--- src/rtl/arc4_encrypt.sv ---
// ARC4 encryptor: reads a length-prefixed plaintext, XORs each byte with the
// PRGA keystream taken from a pre-scheduled S memory, writes length-prefixed ct.
//
// state   | meaning
// IDLE    | waiting for en, rdy=1
// RD_LEN  | address pt[0]
// GET_LEN | latch plaintext length L
// WR_LEN  | write L to ct[0], set up i/j/k
// RD_SI   | address S[i]
// GET_SI  | latch si, advance j
// RD_SJ   | address S[j]
// GET_SJ  | latch sj
// WR_SI   | S[i] <= sj
// WR_SJ   | S[j] <= si
// RD_PAD  | address S[si+sj] and pt[k]
// GET_PAD | latch pad and plaintext byte
// WR_CT   | ct[k] <= ptb ^ pad, next byte or done
module arc4_encrypt (
  input  logic       clk,
  input  logic       rst_n,
  input  logic       en,
  output logic       rdy,
  output logic [7:0] s_addr,
  input  logic [7:0] s_rddata,
  output logic [7:0] s_wrdata,
  output logic       s_wren,
  output logic [7:0] pt_addr,
  input  logic [7:0] pt_rddata,
  output logic [7:0] ct_addr,
  output logic [7:0] ct_wrdata,
  output logic       ct_wren
);

  typedef enum logic [3:0] {
    IDLE, RD_LEN, GET_LEN, WR_LEN, RD_SI, GET_SI, RD_SJ,
    GET_SJ, WR_SI, WR_SJ, RD_PAD, GET_PAD, WR_CT
  } state_t;

  state_t     state, state_nxt;
  logic [7:0] i, j, k, len, si, sj, pad, ptb;

  always_ff @(posedge clk or negedge rst_n) begin
    if (!rst_n) begin
      state <= IDLE;
      i     <= '0;
      j     <= '0;
      k     <= '0;
      len   <= '0;
      si    <= '0;
      sj    <= '0;
      pad   <= '0;
      ptb   <= '0;
    end else begin
      state <= state_nxt;
      case (state)
        GET_LEN: len <= pt_rddata;
        WR_LEN: begin
          j <= 8'd0;
          i <= 8'd1;
          k <= 8'd1;
        end
        GET_SI: begin
          si <= s_rddata;
          j  <= j + s_rddata;
        end
        GET_SJ: sj <= s_rddata;
        GET_PAD: begin
          pad <= s_rddata;
          ptb <= pt_rddata;
        end
        WR_CT: begin
          if (k != len) begin
            k <= k + 8'd1;
            i <= i + 8'd1;
          end
        end
        default: ;
      endcase
    end
  end

  always_comb begin
    state_nxt = state;
    rdy       = 1'b0;
    s_addr    = '0;
    s_wrdata  = '0;
    s_wren    = 1'b0;
    pt_addr   = '0;
    ct_addr   = '0;
    ct_wrdata = '0;
    ct_wren   = 1'b0;
    case (state)
      IDLE: begin
        rdy = 1'b1;
        if (en) state_nxt = RD_LEN;
      end
      RD_LEN:  state_nxt = GET_LEN;
      GET_LEN: state_nxt = WR_LEN;
      WR_LEN: begin
        ct_wrdata = len;
        ct_wren   = 1'b1;
        state_nxt = (len == 8'd0) ? IDLE : RD_SI;
      end
      RD_SI: begin
        s_addr    = i;
        state_nxt = GET_SI;
      end
      GET_SI: state_nxt = RD_SJ;
      RD_SJ: begin
        s_addr    = j;
        state_nxt = GET_SJ;
      end
      GET_SJ: state_nxt = WR_SI;
      WR_SI: begin
        s_addr    = i;
        s_wrdata  = sj;
        s_wren    = 1'b1;
        state_nxt = WR_SJ;
      end
      // when i==j this rewrites the same location with the value it already holds
      WR_SJ: begin
        s_addr    = j;
        s_wrdata  = si;
        s_wren    = 1'b1;
        state_nxt = RD_PAD;
      end
      RD_PAD: begin
        s_addr    = si + sj;
        pt_addr   = k;
        state_nxt = GET_PAD;
      end
      GET_PAD: state_nxt = WR_CT;
      WR_CT: begin
        ct_addr   = k;
        ct_wrdata = ptb ^ pad;
        ct_wren   = 1'b1;
        state_nxt = (k == len) ? IDLE : RD_SI;
      end
      default: state_nxt = IDLE;
    endcase
  end

endmodule

--- config.mk ---
export PLATFORM = sky130hd
export DESIGN_NAME = arc4_encrypt
export DESIGN_NICKNAME = d
export VERILOG_FILES = /design/src/rtl/arc4_encrypt.sv
export SDC_FILE = /design/constraint.sdc
export NUM_CORES = 1
export LEC_CHECK = 0
export CAP_MARGIN = 25
export CORE_MARGIN = 5
export CORE_UTILIZATION = 55
export DETAILED_ROUTE_END_ITERATION = 10
export PLACE_DENSITY = 0.81
export SYNTH_ARGS = -nofsm -noshare
export SYNTH_HDL_FRONTEND = slang
export SYNTH_SLANG_ARGS = --single-unit
--- constraint.sdc ---
create_clock -name clk -period 2.9 [get_ports clk]
set_input_delay 0.58 -clock clk [delete_from_list [all_inputs] [get_ports clk]]
set_output_delay 0.58 -clock clk [all_outputs]
set_load 0.03 [all_outputs]
== Yosys cells after proc, flatten, opt, wreduce, memory -nomap -nowiden ==
Cells that the tools add are included.

* Bits in latches: 0
* Flip-flop bits (word level): 68
* Bits in read-only memories: 0
* Bits in writable memories: 0
* Logic and storage cells: 56
* Output and inout port bits: 43
* Input port bits: 19
* Memories: 0

* Mux-type cells: 17
* Divide/modulo/power cells: 0
* Bitwise operators: 1
* Reduce and logical (&&, ||, !) cells: 9
* $mul: 0
* Equality and inequality tests: 16
* Order comparisons: 0
* Shift operators: 0
* $add $sub $neg: 4

{| class="wikitable"
|+ Operators with widths
! cell !! count
|-
| case mux 8 bit (2 select lines) || 5
|-
| case mux 4 bit (13 select lines) || 1
|-
| 2-to-1 mux 8 bit || 4
|-
| case mux 8 bit (3 select lines) || 1
|-
| == test 4 bit, second input constant || 5
|-
| adder 8 x 1 -> 8 bit, second input constant || 2
|-
| adder 8 bit || 2
|-
| == test 4 x 3 -> 1 bit, second input constant || 4
|-
| == test 4 x 2 -> 1 bit, second input constant || 2
|-
| == test 8 bit || 1
|-
| zero test 8 bit || 1
|-
| inequality test 8 bit || 1
|-
| OR reduction 2 bit || 4
|-
| bitwise XOR 8 bit || 1
|-
| 2-to-1 mux 3 bit || 2
|-
| == test 4 x 1 -> 1 bit, second input constant || 1
|-
| zero test 4 bit || 1
|-
| 2-to-1 mux 4 bit || 1
|-
| inequality test 2 bit, second input constant || 2
|-
| nonzero test 2 bit || 2
|-
| 2-to-1 mux 1 bit || 3
|-
| AND reduction 2 bit || 1
|}

== Logic depth before layout (Yosys ltp) ==
Gate-level depths: netlist (run 1).

* Word-level depth: 3
* Depth in mapped cells: 7
* Depth with buffers taken out: 7

== Worst setup path after synthesis (run 1) ==
No wires, ideal clock.

* Kind: register to output
* From: reg si[1]
* To: out s_addr[5]
* Stages on the path, launching flop included: 7
* Buffers on the path: 0
* Setup slack: 0.196 ns
* Arrival: 2.124 ns
* Path through: dfrtp_1 > ha_1 > a21o_1 > a21oi_1 > o31ai_1 > mux2_2 > o21ai_0

* Word-level cells in the longest chain between the ends: 2

{| class="wikitable"
|+ RTL lines
! what !! RTL line !! RTL
|-
| start: declaration || 40 || <nowiki>logic [7:0] i, j, k, len, si, sj, pad, ptb;</nowiki>
|-
| start signal: assignment || 63 || <nowiki>si <= s_rddata;</nowiki>
|-
| adder 8 bit || 128 || <nowiki>s_addr = si + sj;</nowiki>
|-
| case mux 8 bit (3 select lines) || 92 || <nowiki>case (state)</nowiki>
|-
| end: declaration || 23 || <nowiki>output logic [7:0] s_addr,</nowiki>
|}

Every way passes these cells.

== Final worst setup path (run 1) ==
* From: reg si[1]
* To: out s_addr[7]

Same word-level chain as after synthesis.

==> out/summary.txt, run 1 <==
Hold Buf Count CTS = 0
Synth unique cells = 54
Yosys top cell area share = 0.414
Num CTS Buffers = 9
Switching share of total power = 0.415
Share of cells above drive strength 1 = 0.243
Seq/Total Area, Yosys = 0.414
Hpwl dp = 7.05 mm
Detailed Route WL = 9.73 mm
Sequential share of power = 0.340
Global route total overflow = 0
Outcome = complete, no violations
Final Power = 5070 uW
CP max stage delay = 0.43 ns
Site row count = 31
CTS Buffer Depth = 2
Vias = 3181
Mux cell area share after synthesis = 0.149
Area share of xor/xnor cells in the synthesized design = 0.0636
1st-pass router iterations = 4
Root Buffer = clkbuf_8
Total track usage = 0.230
Worst Path Max Fanout = 4
Final hold violations = 0
Asr flop ratio synth = 1.00
Clock share of power = 0.161
Initial antenna violation count = 0
Fin crit period = 2.80 ns
First DRT Iteration DRCs = 191
Complex-gate fraction of the synthesized area = 0.126
Worst path required time = 2.32 ns
Gp weighted congestion = 0.865
Clk_lat worst skew = 0.34 ns
Max Cap Violations = 0
Layout area overhead = 23.0%
Die area = 9300 sq um
Area leader, netlist = dfrtp_1
Starting density of the core = 0.566
Core area = 7250 sq um
Worst clock skew = 0.0119 ns
Most common cell after layout, fill and taps aside = dfrtp_1
DR WL/cell = 17.8 um
Post-synth top flop = dfrtp_1
Adder-cell share of the synthesized area = 0.0585
CP Launch Type = flop
Die W = 96.4 um
Cells after Synth = 384
Final WS setup = 0.0950 ns
Nets = 481
Sink Count = 68
Largest family of logic cells by synthesized area = simple AND/OR/NAND/NOR gates
Drt drc = 0
Slowest CP cell = dfrtp_1
Finish-stage setup viols = 0
Fmax = 357 MHz
First-pass GRT wire length = 16.2 mm
Hold Path Class = in2async
Synth Area in Simple Gates = 0.158
CTS tree = built
Vias per inst = 5.80
Mapped Avg Cell Area = 10.7 sq um
Clk slew on worst S/H paths = 0.08 ns
Internal = 2960 uW
Leak = 0.00246 uW
Slew margin rel. = 0.453
Gate power share = 0.500
Cell breakdown of the critical path = ha_1 > a21o_1 > a21oi_4 > o21ai_0 > mux2i_1 > or2_1 > buf_4
Reg2reg setup slack = 0.71 ns
Most frequent cells in the layout = dfrtp_1, mux2_2, clkdlybuf4s50_1
Maximum VDD drop = 0.687 mV
Worst setup path class = reg2out
Post-DRT Antenna Nets = 0
Slew @ Worst Pin = 0.821 ns
Port Buffers = 61
Pwr Density = 1000 nW/um^2
Mapped Area = 4110 sq um
Ant. Diodes = 0
H-tree levels = 3
Switch Pwr = 2100 uW
Yosys warns = 0
Top Ports = 62
#FFs+latches synth = 68
Worst EP arrival = 2.22 ns
Net Count, Synth = 421
Die height = 96.4 um
Vias in the first global route = 3273
Post-synth EDFFs = 0
Fin crit share = 0.967
Final core utilization = 0.697
Top cells by area, synth = dfrtp_1, mux2_2, ha_1
DP Worst Slack = 0.0302 ns
Largest net degree at the start of global routing = 69
Crit. End Element = output pin
Slew Limit Fails = 0
[Yosys cell counts, drive strengths merged (2+ instances only)]
cell type,number
nand2,26
nand4,5
inv,4
mux2i,15
xor2,19
or2,7
and3,3
a22oi,7
dfrtp,68
nor2,16
or3,3
xnor2,10
nor3b,3
nand3,6
ha,16
o31ai,2
a211oi,5
a22o,14
nor4,7
nand2b,8
buf,16
o21ai,11
and2,16
nor3,5
nor2b,2
clkbuf,6
o21a,2
a21o,7
fa,2
a31oi,3
a21oi,15
mux2,41
[area by class of cell]
cell class              count  area, sq um
clock buffers              10          138
clock inverters             6         71.3
fillers                   562         2200
inverters                   4         15.0
multi-input cells         290         2330
flip-flops and latches     68         1700
well taps                  99          124
repair buffers             71          676
[logic make-up (layout without fill, tap and decap cells)]
group,Yosys count,after routing
muxes,56,56
DFF,68,68
AOI/OAI and AO/OA,74,74
xor gates and xnor gates,29,29
adders and majority gates,18,18
and+or+nand+nor,113,113
buffers and inverters,26,91
[stage by stage]
| stage | TNS (ns) | hold slack, ns | instances | instance area, sq um |
|---|---|---|---|---|
| 3_3_place_gp | 0 | 0.464 | 530 | 4760 |
| 2_1_floorplan | 0 | 0.284 | 384 | 4110 |
| 6_report | 0 | 0.251 | 548 | 5050 |
| 5_1_grt | -0.0155 | 0.266 | 548 | 5050 |
| 4_1_cts | 0 | 0.263 | 546 | 4970 |
| 3_5_place_dp | 0 | 0.483 | 530 | 4760 |
[power by group through the flow]
| stage | logic [uW] | clock network [uW] | registers, uW |
|---|---|---|---|
| global placement | 2320 | 0 | 1700 |
| detailed placement | 2390 | 0 | 1730 |
| global route | 2770 | 883 | 1770 |
| CTS | 2430 | 825 | 1710 |
| finish | 2530 | 815 | 1720 |
| floorplan | 1850 | 0 | 1580 |
[per-layer routing]
layer	part of all wire	routed length [um]	GRT usage	up-vias
met4	0.016	155	0.0841	0
met2	0.50	4870	0.378	84
met5	0	0	0	-
met1	0.43	4210	0.304	1577
met3	0.051	497	0.0426	13
li1	-	-	-	1507
[worst paths after layout]
check / cells after the start / to / from
min in group clk: 1 / j[7] / j[7]
max: 7 / s_addr[7] / si[1]
min: 2 / len[1] / rst_n
max reg2reg: 7 / j[6] / j[0]
min reg2reg: 1 / j[7] / j[7]
max in group asynchronous: 2 / state[1] / rst_n
[registers in the layout (all words and copies together) (netlist names)]
name	cells
sj	8
state	4
len	8
i	8
ptb	8
pad	8
si	8
j	8
k	8
[critical path: cells and delay by family, from the launching register on]
| kind | cells | cell delay, ns |
|---|---|---|
| AO/OA/AOI/OAI | 3 | 0.56 |
| adder cells (fa/ha/maj) | 1 | 0.31 |
| buffers and inverters | 1 | 0.17 |
| flip-flops | 1 | 0.43 |
| multiplexers | 1 | 0.15 |
| AND/OR/NAND/NOR | 1 | 0.25 |
[what timing repair did]
item | CTS | global route
resized for setup | 3 | 21
pin swaps | 0 | 1
buffers inserted | 0 | 2
endpoints found under the hold margin | 0 | 0
setup endpoints to repair | 3 | 22
Power figures use the tool's default switching activity.
==> run 2, diff against run 1 <==
--- a/config.mk
+++ b/config.mk
@@ -7,9 +7,9 @@
 export LEC_CHECK = 0
 export CAP_MARGIN = 25
 export CORE_MARGIN = 5
-export CORE_UTILIZATION = 55
+export CORE_UTILIZATION = 59
 export DETAILED_ROUTE_END_ITERATION = 10
-export PLACE_DENSITY = 0.81
+export PLACE_DENSITY = 0.86
 export SYNTH_ARGS = -nofsm -noshare
 export SYNTH_HDL_FRONTEND = slang
 export SYNTH_SLANG_ARGS = --single-unit
==> constraint.sdc (replaced) <==
create_clock -name clk -period 3.5 [get_ports clk]
set_input_delay 0.7 -clock clk [delete_from_list [all_inputs] [get_ports clk]]
set_output_delay 0.7 -clock clk [all_outputs]
set_load 0.03 [all_outputs]
==> out/summary.txt, run 2 (same netlist as run 1, synthesis figures left out) <==
Worst clock skew = 0.0118 ns (-0.0000779 ns)
Met3 wire len = 689 um (+39%)
Finish-stage setup viols = 0 (unchanged)
Post-CTS setup buffer count = 0 (unchanged)
Vias in the first global route = 3182 (-2.8%)
Largest net degree at the start of global routing = 32 (-54%)
Site row count = 30 (-3.2%)
Worst Path Max Fanout = 4 (unchanged)
Sink Count = 68 (unchanged)
Cell area after layout = 5030 sq um (-0.42%)
Total track usage = 0.244 (+0.0141)
Max Cap Violations = 0 (unchanged)
Starting density of the core = 0.605 (+0.0383)
Ant. Diodes = 0 (unchanged)
Post-DRT Antenna Nets = 0 (unchanged)
Layout area overhead = 22.5%
Crit. End Element = output pin
Fin crit share = 0.965
Share of cells above drive strength 1 = 0.182 (-0.0611)
Core area = 6790 sq um (-6.3%)
Die W = 93.5 um (-3.1%)
CP Launch Type = flop
Global route total overflow = 0 (unchanged)
First DRT Iteration DRCs = 286 (+50%)
CTS Buffer Depth = 2 (unchanged)
1st-pass router iterations = 6 (+2)
Die area = 8730 sq um (-6.1%)
RSZ-0062 raised after global routing = no
Detailed Route WL = 10.2 mm (+4.5%)
Filler instances = 460 (-18%)
Met2 routed WL = 5.03 mm (+3.4%)
Slew Limit Fails = 0 (unchanged)
Clk_lat worst skew = 0.34 ns (about the same)
Drt drc = 0 (unchanged)
Leak = 0.00223 uW (-9.1%)
DR WL/cell = 18.8 um (+5.7%)
Worst setup path class = reg2out
Num CTS Buffers = 9 (unchanged)
Die height = 93.5 um (-3.1%)
Vias = 3270 (+2.8%)
Pwr Density = 841 nW/um^2 (-16%)
Clk slew on worst S/H paths = 0.08 ns (about the same)
H-tree levels = 3 (unchanged)
Slew margin rel. = 0.490 (+0.0378)
Hpwl dp = 7.36 mm (+4.4%)
Setup_tns = 0 ns (unchanged)
DP Worst Slack = 0.330 ns (+0.300 ns)
Port Buffers = 61 (unchanged)
Maximum VDD drop = 0.502 mV (-27%)
Most frequent cells in the layout = dfrtp_1, clkdlybuf4s50_1, mux2_2
Worst EP arrival = 2.68 ns (+0.46 ns)
Initial antenna violation count = 0 (unchanged)
Most common cell after layout, fill and taps aside = dfrtp_1
CTS tree = built
Final WS setup = 0.123 ns (+0.0281 ns)
Top layer reached by signal wires = met4
Outcome = complete, no violations
Met1 wire length = 4.28 mm (+1.6%)
Nets = 478 (-0.62%)
Top Ports = 62 (unchanged)
Worst path required time = 2.80 ns (+0.48 ns)
Root Buffer = clkbuf_8
Fmax = 296 MHz
Final hold violations = 0 (unchanged)
First-pass GRT wire length = 16.5 mm (+2.0%)
Area after DPL = 4780 sq um (+0.50%)
Hold Path Class = in2async
Gp weighted congestion = 0.889 (+2.7%)
Fin crit period = 3.38 ns
Vias per inst = 6.03 (+3.9%)
Slew @ Worst Pin = 0.764 ns (-0.0567 ns)
## run 2: cell types whose count changed in the layout (fill, tap and decap cells not counted), moves of 2 or more
cell | previous run | this run
o21ai_0 | 7 | 9
clkdlybuf4s50_1 | 29 | 57
a21oi_1 | 13 | 15
o21ai_1 | 4 | 2
buf_4 | 28 | 7
dlymetal6s2s_1 | 12 | 2
clkinvlp_4 | 2 | 0
## run 2: where the power goes
part	internal (uW)	switching [uW]	total, uW	leakage, uW
combinational	966	1060	2020	0.00128
clock	427	319	746	0.000117
sequential	1100	361	1460	0.000837
total	2490	1740	4230	0.00223
## run 2: what timing repair did
item	in CTS	in global routing
endpoints found under the hold margin	0	0
setup endpoints to repair	1	7
hold buffers	0	0
gates resized for setup	1	5
## run 2: metal layers
| layer | up-vias | GRT usage |
|---|---|---|
| met5 | - | 0 |
| met4 | 0 | 0.0806 |
| met3 | 19 | 0.0499 |
| met2 | 128 | 0.387 |
| met1 | 1618 | 0.334 |
| li1 | 1505 | - |
## run 2: area by class of cell
type | instances | area, sq um | area share
clock inverters | 6 | 95.1 | 0.0189
multi-input cells | 290 | 2300 | 0.457
well taps | 96 | 120 | 0.0239
repair buffers | 68 | 662 | 0.132
flip-flops and latches | 68 | 1700 | 0.338
inverters | 4 | 15.0 | 0.00298
clock buffers | 10 | 138 | 0.0273
## run 2: worst paths after layout
check,from,depth (start not counted),slack [ns],to
max reg2reg,j[0],7,1.06,j[6]
max,si[1],7,0.12,s_addr[7]
min,rst_n,1,0.25,ptb[4]
min reg2reg,j[7],1,0.50,j[7]
max in group asynchronous,rst_n,2,2.53,i[6]
min in group clk,j[7],1,0.50,j[7]
## run 2: through the flow
stage / hold WS, ns / cells / total power (uW) / util
after floorplan: 0.404 / 384 / 2840 / -
after global placement: 0.475 / 526 / 3330 / 0.703
after detailed placement: 0.472 / 526 / 3420 / 0.703
after CTS: 0.254 / 542 / 4190 / 0.738
after global routing: 0.268 / 542 / 4480 / 0.741
final: 0.245 / 542 / 4230 / 0.741
## run 2: worst max-delay path, stage by stage (launching register included)
cell	delay (ns)
dfrtp_1	0.43
ha_1	0.32
a21o_1	0.17
a21oi_1	0.27
o21ai_0	0.16
mux2i_1	0.14
or2_1	0.24
clkdlybuf4s50_1	0.59
==> run 3, diff against run 2 <==
--- a/config.mk
+++ b/config.mk
@@ -6,10 +6,10 @@
 export NUM_CORES = 1
 export LEC_CHECK = 0
 export CAP_MARGIN = 25
-export CORE_MARGIN = 5
 export CORE_UTILIZATION = 59
 export DETAILED_ROUTE_END_ITERATION = 10
 export PLACE_DENSITY = 0.86
+export SETUP_SLACK_MARGIN = 0.05
 export SYNTH_ARGS = -nofsm -noshare
 export SYNTH_HDL_FRONTEND = slang
 export SYNTH_SLANG_ARGS = --single-unit
==> out/summary.txt, run 3 (same netlist as run 1, synthesis figures left out) <==
Crit. End Element = output pin
Final hold violations = 0 (unchanged)
Root Buffer = clkbuf_8
Die area = 7300 sq um (-16%)
Drt drc = 0 (unchanged)
Final Power = 4240 uW (+0.23%)
Slew @ Worst Pin = 0.758 ns (-0.00637 ns)
Sink Count = 68 (unchanged)
Layout area overhead = 22.7%
CTS Buffer Depth = 2 (unchanged)
Fmax = 304 MHz (+2.6%)
Outcome = complete, no violations
Leak = 0.00225 uW (+0.79%)
Worst Path Max Fanout = 11 (+7)
Worst EP arrival = 2.59 ns (-0.09 ns)
Starting density of the core = 0.608 (+0.00336)
Nets = 480 (+0.42%)
Gp weighted congestion = 0.935 (+5.2%)
Finish-stage setup viols = 0 (unchanged)
Post-Route Hold Slack = 0.244 ns (-0.000911 ns)
Total track usage = 0.291 (+0.0472)
Post-DRT Antenna Nets = 0 (unchanged)
Site row count = 30 (unchanged)
Most common cell after layout, fill and taps aside = dfrtp_1
Filler instances = 460 (unchanged)
Top Ports = 62 (unchanged)
Clk slew on worst S/H paths = 0.09 ns (about the same)
Maximum VDD drop = 0.533 mV (+6.0%)
Fin crit period = 3.29 ns (-0.0857 ns)
Clk_lat worst skew = 0.36 ns (+0.02 ns)
Vias = 3219 (-1.6%)
Share of cells above drive strength 1 = 0.188 (+0.00589)
Worst clock skew = 0.0120 ns (+0.000193 ns)
CP Launch Type = flop
Ant. Diodes = 0 (unchanged)
Pwr Density = 841 nW/um^2 (about the same)
Largest net degree at the start of global routing = 34 (+6.3%)
DR WL/cell = 18.7 um (-0.40%)
Die height = 85.5 um (-8.6%)
Port Buffers = 61 (unchanged)
Final WS setup = 0.209 ns (+0.0857 ns)
CTS tree = built
Num CTS Buffers = 9 (unchanged)
Worst path required time = 2.80 ns (about the same)
Global route total overflow = 0 (unchanged)
Vias per inst = 6.10 (+1.1%)
Detailed Route WL = 9.87 mm (-3.0%)
First DRT Iteration DRCs = 315 (+10%)
Cell area after layout = 5040 sq um (+0.20%)
Die W = 85.5 um (-8.6%)
RSZ-0062 raised after global routing = no
Worst setup path class = reg2out
Fin crit share = 0.940 (-0.0245)
Core area = 6760 sq um (-0.55%)
Hold Path Class = in2async
Area after DPL = 4770 sq um (-0.16%)
Slew margin rel. = 0.492 (+0.00149)
Hpwl dp = 6.97 mm (-5.3%)
Vias in the first global route = 3121 (-1.9%)
Slew Limit Fails = 0 (unchanged)
Max Cap Violations = 0 (unchanged)
Setup_tns = 0 ns (unchanged)
H-tree levels = 3 (unchanged)
Initial antenna violation count = 0 (unchanged)
Most frequent cells in the layout = dfrtp_1, clkdlybuf4s50_1, mux2_2
1st-pass router iterations = 5 (-1)
DP Worst Slack = 0.373 ns (+0.0431 ns)
First-pass GRT wire length = 15.9 mm (-3.7%)
## run 3: stage by stage
step | util | cells
after global routing | 0.746 | 528
final | 0.746 | 528
after CTS | 0.741 | 526
after detailed placement | 0.706 | 510
after floorplan | - | 384
after global placement | 0.703 | 509
## run 3: power breakdown
group	switching, uW	total [uW]	leakage (uW)	internal, uW
combinational	1040	2010	0.00130	974
clock	345	757	0.000112	412
sequential	368	1470	0.000835	1100
total	1750	4240	0.00225	2480
## run 3: critical path: stages (launching register included)
cell	delay (ns)
dfrtp_1	0.50
nand2b_2	0.33
a211oi_4	0.40
buf_4	0.18
a22oi_1	0.05
nand2_1	0.09
clkdlybuf4s50_1	0.67
## run 3: worst paths after layout
| kind | endpoint | slack (ns) | from | cells after the start |
|---|---|---|---|---|
| worst min register to register | j[7] | 0.50 | j[7] | 1 |
| worst max register to register | j[6] | 1.26 | j[0] | 7 |
| max in group asynchronous | pad[3] | 2.45 | rst_n | 3 |
| worst max-delay path | s_addr[1] | 0.21 | state[2] | 6 |
| worst min-delay path | si[6] | 0.24 | rst_n | 1 |
| min in group clk | j[7] | 0.50 | j[7] | 1 |
## run 3: timing repair
item,CTS,global route
hold buffers,0,0
setup buffers,0,2
resized for setup,4,6
pin swaps,0,1
endpoints found under the setup margin,4,3
## run 3: per-layer routing
layer | part of all wire | global-route usage
met1 | 0.44 | 0.400
met2 | 0.47 | 0.444
met3 | 0.057 | 0.0554
met4 | 0.037 | 0.145
met5 | 0 | 0
## run 3: area by class of cell
cell class / count / area, sq um / share of cell area
sequential: 68 / 1700 / 0.338
clock buffer: 9 / 124 / 0.0246
timing repair buffer: 70 / 687 / 0.136
inverter: 4 / 15.0 / 0.00298
clock inverter: 7 / 105 / 0.0208
tap: 80 / 100 / 0.0199
multi-input combinational: 290 / 2310 / 0.458
